File: src/rtl/lsq_mem_pkg.sv
// lsq_mem_pkg: shared memory-op type and channel-id width helper for the LSQ memory arbiter.
package lsq_mem_pkg;
  typedef enum logic {
    MEM_OP_LOAD  = 1'b0,
    MEM_OP_STORE = 1'b1
  } memory_op_t;

  // Never narrower than one bit, so a single channel still gets a legal id.
  function automatic int ch_id_w(input int num_ch);
    return (num_ch > 1) ? $clog2(num_ch) : 1;
  endfunction
endpackage

File: src/rtl/lsq_arb_id_fifo.sv
// lsq_arb_id_fifo: synchronous FIFO of channel ids recording the issue order of in-flight requests.
module lsq_arb_id_fifo #(
  parameter int DEPTH = 4,
  parameter int W     = 1
) (
  input  logic                     clk,
  input  logic                     rst,
  input  logic                     push_i,
  input  logic                     pop_i,
  input  logic [W-1:0]             din_i,
  output logic [W-1:0]             dout_o,
  output logic                     full_o,
  output logic                     empty_o,
  output logic [$clog2(DEPTH):0]   count_o
);
  localparam int PW = $clog2(DEPTH);
  localparam int CW = PW + 1;
  logic [W-1:0]  mem_q [DEPTH];
  logic [PW-1:0] wr_q, rd_q;
  logic [CW-1:0] count_q;

  assign dout_o  = mem_q[rd_q];
  assign full_o  = count_q == CW'(DEPTH);
  assign empty_o = count_q == '0;
  assign count_o = count_q;

  always_ff @(posedge clk or posedge rst) begin
    if (rst) begin
      wr_q    <= '0;
      rd_q    <= '0;
      count_q <= '0;
    end else begin
      if (push_i) wr_q <= wr_q + 1'b1;
      if (pop_i) rd_q <= rd_q + 1'b1;
      count_q <= count_q + CW'(push_i) - CW'(pop_i);
    end
  end

  always_ff @(posedge clk)
    if (push_i) mem_q[wr_q] <= din_i;
endmodule

File: src/rtl/lsq_mem_ctrl_arb.sv
// lsq_mem_ctrl_arb: round-robin arbiter of NUM_CH LSQ channels onto one memory port, routing in-order responses back.
// Define LSQ_MEM_ARB_FIXED_PRIO_EN for fixed priority (lowest channel index wins).
`ifndef D_MEMORY_ADDR_WIDTH
`define D_MEMORY_ADDR_WIDTH 32
`endif
`ifndef REG_VAL_WIDTH
`define REG_VAL_WIDTH 32
`endif
module lsq_mem_ctrl_arb
  import lsq_mem_pkg::*;
#(
  parameter int NUM_CH          = 2,
  parameter int ADDR_W          = `D_MEMORY_ADDR_WIDTH,
  parameter int DATA_W          = `REG_VAL_WIDTH,
  parameter int MAX_OUTSTANDING = 4
) (
  input  logic                           clk,
  input  logic                           reset,
  input  logic       [NUM_CH-1:0]             lsq_req_valid,
  input  memory_op_t [NUM_CH-1:0]             lsq_req_op,
  input  logic       [NUM_CH-1:0][ADDR_W-1:0] lsq_req_address,
  input  logic       [NUM_CH-1:0][DATA_W-1:0] lsq_req_data,
  output logic       [NUM_CH-1:0]             lsq_ready,
  output logic       [NUM_CH-1:0]             lsq_done,
  output logic       [DATA_W-1:0]             lsq_data,
  output logic                                mem_req_valid,
  output memory_op_t                          mem_req_op,
  output logic       [ADDR_W-1:0]             mem_req_address,
  output logic       [DATA_W-1:0]             mem_req_data,
  input  logic                                mem_req_ready,
  input  logic                                mem_resp_valid,
  input  logic       [DATA_W-1:0]             mem_resp_data,
  output logic                                resp_underflow_err
);
  localparam int IW = ch_id_w(NUM_CH);
  localparam int CW = $clog2(MAX_OUTSTANDING) + 1;

  logic [IW-1:0]     start_ptr, grant_id, head_id, idx;
  logic              grant_any, or_free, pop, slot_avail, accept, fifo_full, fifo_empty;
  logic [CW-1:0]     fifo_count;
  logic              mem_req_valid_q, err_q;
  memory_op_t        mem_req_op_q;
  logic [ADDR_W-1:0] mem_req_address_q;
  logic [DATA_W-1:0] mem_req_data_q, lsq_data_q;
  logic [NUM_CH-1:0] lsq_done_q;

  assign or_free    = !mem_req_valid_q || mem_req_ready;
  assign pop        = mem_resp_valid && !fifo_empty;
  assign slot_avail = !fifo_full || pop;
  assign accept     = grant_any && or_free && slot_avail;
  assign lsq_ready  = (!reset && accept) ? NUM_CH'(1) << grant_id : '0;

  assign mem_req_valid      = mem_req_valid_q;
  assign mem_req_op         = mem_req_op_q;
  assign mem_req_address    = mem_req_address_q;
  assign mem_req_data       = mem_req_data_q;
  assign lsq_done           = lsq_done_q;
  assign lsq_data           = lsq_data_q;
  assign resp_underflow_err = err_q;

`ifdef LSQ_MEM_ARB_FIXED_PRIO_EN
  assign start_ptr = '0;
`else
  logic [IW-1:0] rr_ptr_q;
  assign start_ptr = rr_ptr_q;
  always_ff @(posedge clk or posedge reset) begin
    if (reset) rr_ptr_q <= '0;
    else if (accept) rr_ptr_q <= IW'((int'(grant_id) + 1) % NUM_CH);
  end
`endif

  // Scan from the farthest candidate back toward start_ptr so the nearest valid channel wins.
  always_comb begin
    grant_any = 1'b0;
    grant_id  = '0;
    idx       = '0;
    for (int i = NUM_CH - 1; i >= 0; i--) begin
      idx = IW'((int'(start_ptr) + i) % NUM_CH);
      if (lsq_req_valid[idx]) begin
        grant_any = 1'b1;
        grant_id  = idx;
      end
    end
  end

  lsq_arb_id_fifo #(.DEPTH(MAX_OUTSTANDING), .W(IW)) u_fifo (
    .clk(clk), .rst(reset), .push_i(accept), .pop_i(pop), .din_i(grant_id),
    .dout_o(head_id), .full_o(fifo_full), .empty_o(fifo_empty), .count_o(fifo_count)
  );

  always_ff @(posedge clk or posedge reset) begin
    if (reset) begin
      mem_req_valid_q   <= 1'b0;
      mem_req_op_q      <= MEM_OP_LOAD;
      mem_req_address_q <= '0;
      mem_req_data_q    <= '0;
      lsq_done_q        <= '0;
      lsq_data_q        <= '0;
      err_q             <= 1'b0;
    end else begin
      if (accept) begin
        mem_req_valid_q   <= 1'b1;
        mem_req_op_q      <= lsq_req_op[grant_id];
        mem_req_address_q <= lsq_req_address[grant_id];
        mem_req_data_q    <= lsq_req_data[grant_id];
      end else if (mem_req_ready) begin
        mem_req_valid_q <= 1'b0;
      end
      lsq_done_q <= pop ? NUM_CH'(1) << head_id : '0;
      if (pop) lsq_data_q <= mem_resp_data;
      if (mem_resp_valid && fifo_empty) err_q <= 1'b1;
    end
  end

  a_count_bound: assert property (@(posedge clk) disable iff (reset) fifo_count <= CW'(MAX_OUTSTANDING));
endmodule

File: config.mk
export PLATFORM = sky130hd
export DESIGN_NAME = lsq_mem_ctrl_arb
export DESIGN_NICKNAME = d
export VERILOG_FILES = /design/src/rtl/lsq_mem_pkg.sv /design/src/rtl/lsq_arb_id_fifo.sv /design/src/rtl/lsq_mem_ctrl_arb.sv
export SDC_FILE = /design/constraint.sdc
export NUM_CORES = 1
export LEC_CHECK = 0
export BUFFER_PORTS_ARGS = -buffer_cell sky130_fd_sc_hd__buf_2
export CORE_MARGIN = 2
export CORE_UTILIZATION = 45
export DETAILED_ROUTE_END_ITERATION = 8
export PLACE_DENSITY = 0.89
export SLEW_MARGIN = 20
export SYNTH_ARGS = -nofsm -noshare
export SYNTH_HDL_FRONTEND = slang
export SYNTH_HIERARCHICAL = 1
export SYNTH_SLANG_ARGS = --single-unit
File: constraint.sdc
create_clock -name clk -period 4.55 [get_ports clk]
set_clock_uncertainty 0.2 [all_clocks]
set_input_delay 1.1375 -clock clk [delete_from_list [all_inputs] [get_ports clk]]
set_output_delay 1.1375 -clock clk [all_outputs]
set_load 0.005 [all_outputs]
==> flow_summary.yaml <==
power:
  power_frac_clock_pct: 30.0
  total_power_mw: 4.14
  p_comb_share_pct: 30.7
  power.switching_mw: 1.38
  p_leak_nw: 3.62
  p_seq_share_pct: 39.4
  p_int_mw: 2.75
  powerDensity_mw_per_mm2: 605
  ir_worst_vdd_mv: 0.295
  switching_share_pct: 33.4
logic_synthesis:
  syn_nets: 727
  ys_seq_area_share_pct: 58.4
  yosys.area.top_type: "dfrtp_1"
  synthTopCellsByArea: "dfrtp_1 56%, nand2_1 18%, a31oi_1 8.3%, nor2_1 5.1%, edfxtp_1 2.5%"
  synth_cell_types: 26
  synth.avg_cell_area_um2: 8.83
  yosysWarningCount: 6
  ys_seq_elements: 113
  async_flop_share_pct: 96.5
  synth_top_area_share_pct: 56.0
  synthFlopType: "dfrtp_1"
  yosys.cell_count.top_type: "nand2_1"
  netlist_area_mm2: 0.00487
  synth_edf_count: 4
  synth_common_cells: "230 x nand2_1, 109 x dfrtp_1, 66 x nor2_1, 65 x a31oi_1, 16 x buf_2"
  syn_inst: 552
global_route:
  grt_pass1_wl_mm: 20.4
  grt_max_degree: 75
  grt_overflow_total: 0
  grtUsageTotal_pct: 22.3
  antenna_found_initial: 0
  grt_pass1_vias: 4413
floorplanning:
  die_h_um: 108
  dieArea_mm2: 0.0117
  core_mm2: 0.0104
  initial_core_util_pct: 46.8
  die_w_um: 108
  fp-row-count: 37
  io_pins: 271
routing:
  post_drt_wl_per_cell_um: 13.7
  wl_mm: 13.1
  antenna_left: 0
  firstDrtPassIters: 5
  avgViaCountPerCell: 4.86
  dr.max_layer_used: "met4"
  drc_errors: 0
  met2WireLength_mm: 6.66
  drt-initial-drc-count: 381
  wl_met1_mm: 5.16
  wl_met3_mm: 1.04
  vias: 4668
worst_setup_path:
  cp-start-kind: "primary input"
  critPathSlowestCell: "inv_4"
  crit_type: "primary input to output pin"
  r2r_start: "u_fifo/count_o[2]$_DFF_PP0_"
  ff2ff_setup_slack_ps: 1670
  startpoint: "mem_resp_valid"
  critical_path.max_stage_delay_ps: 310
  worst_setup_path_end_kind: "output pin"
  cp.required_ps: 3210
  path_cells: "buf_2, nand2b_1, inv_4, o221ai_4, nor3_1, buf_2"
  crit_path_frequent_cell: "buf_2"
  arrival_ps: 2170
  cp_max_fo: 37
timing:
  setup_viol: 0
  finalHoldViolations: 0
  setup_tns_ps: 0
  period_share_pct: 77.1
  whs_ps: 256
  final_max_slew_viol_count: 0
  tightest_slew_ps: 739
  fmax_mhz: 285
  timing.slew.headroom_pct: 50.7
  rsz0062_at_grt: "false"
  period_needed_ps: 3510
flow_run:
  cap_violations: 0
clock_network:
  cts_sinks: 113
  clk_pin_slew_ps: 60
  cts-resized-gates: 0
  root_buffer: "clkbuf_8"
  cts_tree: "built"
  cts_buffers: 17
  postCtsSetupRepairBufs: 0
  clk_latency_ps: 500
  clock_path_buffers: 2
  cts_hold_buf: 0
  cts_htree_levels: 4
layout:
  antenna_cells: 0
  nFillCells: 890
  regArea_mm2: 0.00285
  syn_to_final_growth_pct: 40.4
  multi_input_area_mm2: 0.00180
  post-route-util_pct: 65.7
  final_nets: 986
  layout-drive-gt1-share_pct: 38.0
worst_hold_path:
  hold_path_class: "register to register"
  holdCritStartpoint: "resp_underflow_err$_DFFE_PP0P_"
place:
  gp_congestion: 0.815
  portBuffers: 270
  hpwl_mm: 9.43
outcome:
  outcome: "completed"
## critical path, delay by kind of cell
kind | cells | cell delay [ps]
AND/OR/NAND/NOR | 2 | 300
buffers and inverters | 3 | 550
AO/OA/AOI/OAI | 1 | 180
## area by class of cell
type                            count  share of cell area (%)
Sequential cell                   113                    41.6
Multi-Input combinational cell    390                    26.4
Clock inverter                     14                    2.03
Inverter                           14                   0.878
Timing Repair Buffer              275                    20.5
Clock buffer                       18                    6.11
Tap cell                          136                    2.49
## power by group through the flow
stage | clock [mW] | sequential [mW] | combinational (mW)
floorplan | 0 | 1.66 | 0.670
detailed placement | 0 | 1.64 | 1.29
global route | 1.32 | 1.68 | 1.44
finish | 1.24 | 1.63 | 1.27
CTS | 1.26 | 1.63 | 1.29
global placement | 0 | 1.63 | 1.23
## state kept, by name, indices dropped and copies added, names as in the netlist
signal              count
resp_underflow_err      1
u_fifo/wr_q             2
u_fifo/rd_q             2
lsq_data               32
mem_req_data           32
mem_req_op              1
mem_req_address        32
u_fifo/count_o          3
u_fifo/mem_q            4
lsq_done                2
mem_req_valid           1
rr_ptr_q                1
## final timing paths
| path | endpoint | depth (start not counted) |
|---|---|---|
| worst max-delay path | lsq_ready[0] | 6 |
| worst min-delay path | resp_underflow_err$_DFFE_PP0P_ | 1 |
| worst max register to register | u_fifo/count_o[2]$_DFF_PP0_ | 9 |
| worst min register to register | resp_underflow_err$_DFFE_PP0P_ | 1 |
| max in group asynchronous | mem_req_address[24]$_DFFE_PP0P_ | 3 |
| min in group asynchronous | u_fifo/count_o[1]$_DFF_PP0_ | 2 |
## cell families after synthesis
| family | Yosys count | share of synthesized area, % |
|---|---|---|
| XOR/XNOR | 5 | 0.899 |
| AO/OA/AOI/OAI | 70 | 9.42 |
| buffers and inverters | 49 | 4.70 |
| AND/OR/NAND/NOR | 307 | 24.1 |
| multiplexers | 1 | 0.462 |
| flip-flops | 113 | 58.4 |
| adder cells (fa/ha/maj) | 7 | 1.95 |
## per-stage QoR
stage / cells / setup slack [ps] / area (µm²)
floorplan: 552 / 537 / 4870
global placement: 928 / 1080 / 6280
detailed placement: 928 / 1000 / 6280
CTS: 960 / 1030 / 6840
global route: 960 / 866 / 6840
finish: 960 / 1040 / 6840
## layer usage
metal  vias to the layer above  GRT usage [%]
met3                        24           6.03
met5                         -              0
met1                      2127           25.5
met2                       216           39.8
li1                       2301              -
met4                         0           8.79
## cell usage in the layout, fill, tap and decap left out
cell type / n
a21o_1: 1
a31oi_1: 65
and2_1: 5
and3_1: 1
buf_12: 1
buf_2: 270
buf_4: 4
bufinv_16: 2
clkbuf_1: 1
clkbuf_16: 16
clkbuf_8: 1
clkinv_2: 5
clkinvlp_4: 4
dfrtp_1: 109
edfxtp_1: 4
fa_1: 1
ha_1: 6
inv_1: 10
inv_2: 1
inv_4: 4
inv_6: 2
mux4_2: 1
nand2_1: 230
nand2b_1: 2
nor2_1: 66
nor3_1: 3
o21ai_0: 1
o21ai_1: 1
o21ai_4: 1
o221ai_4: 1
xnor2_1: 2
xor2_1: 3
Note: power is estimated with default switching activity, not from simulation.
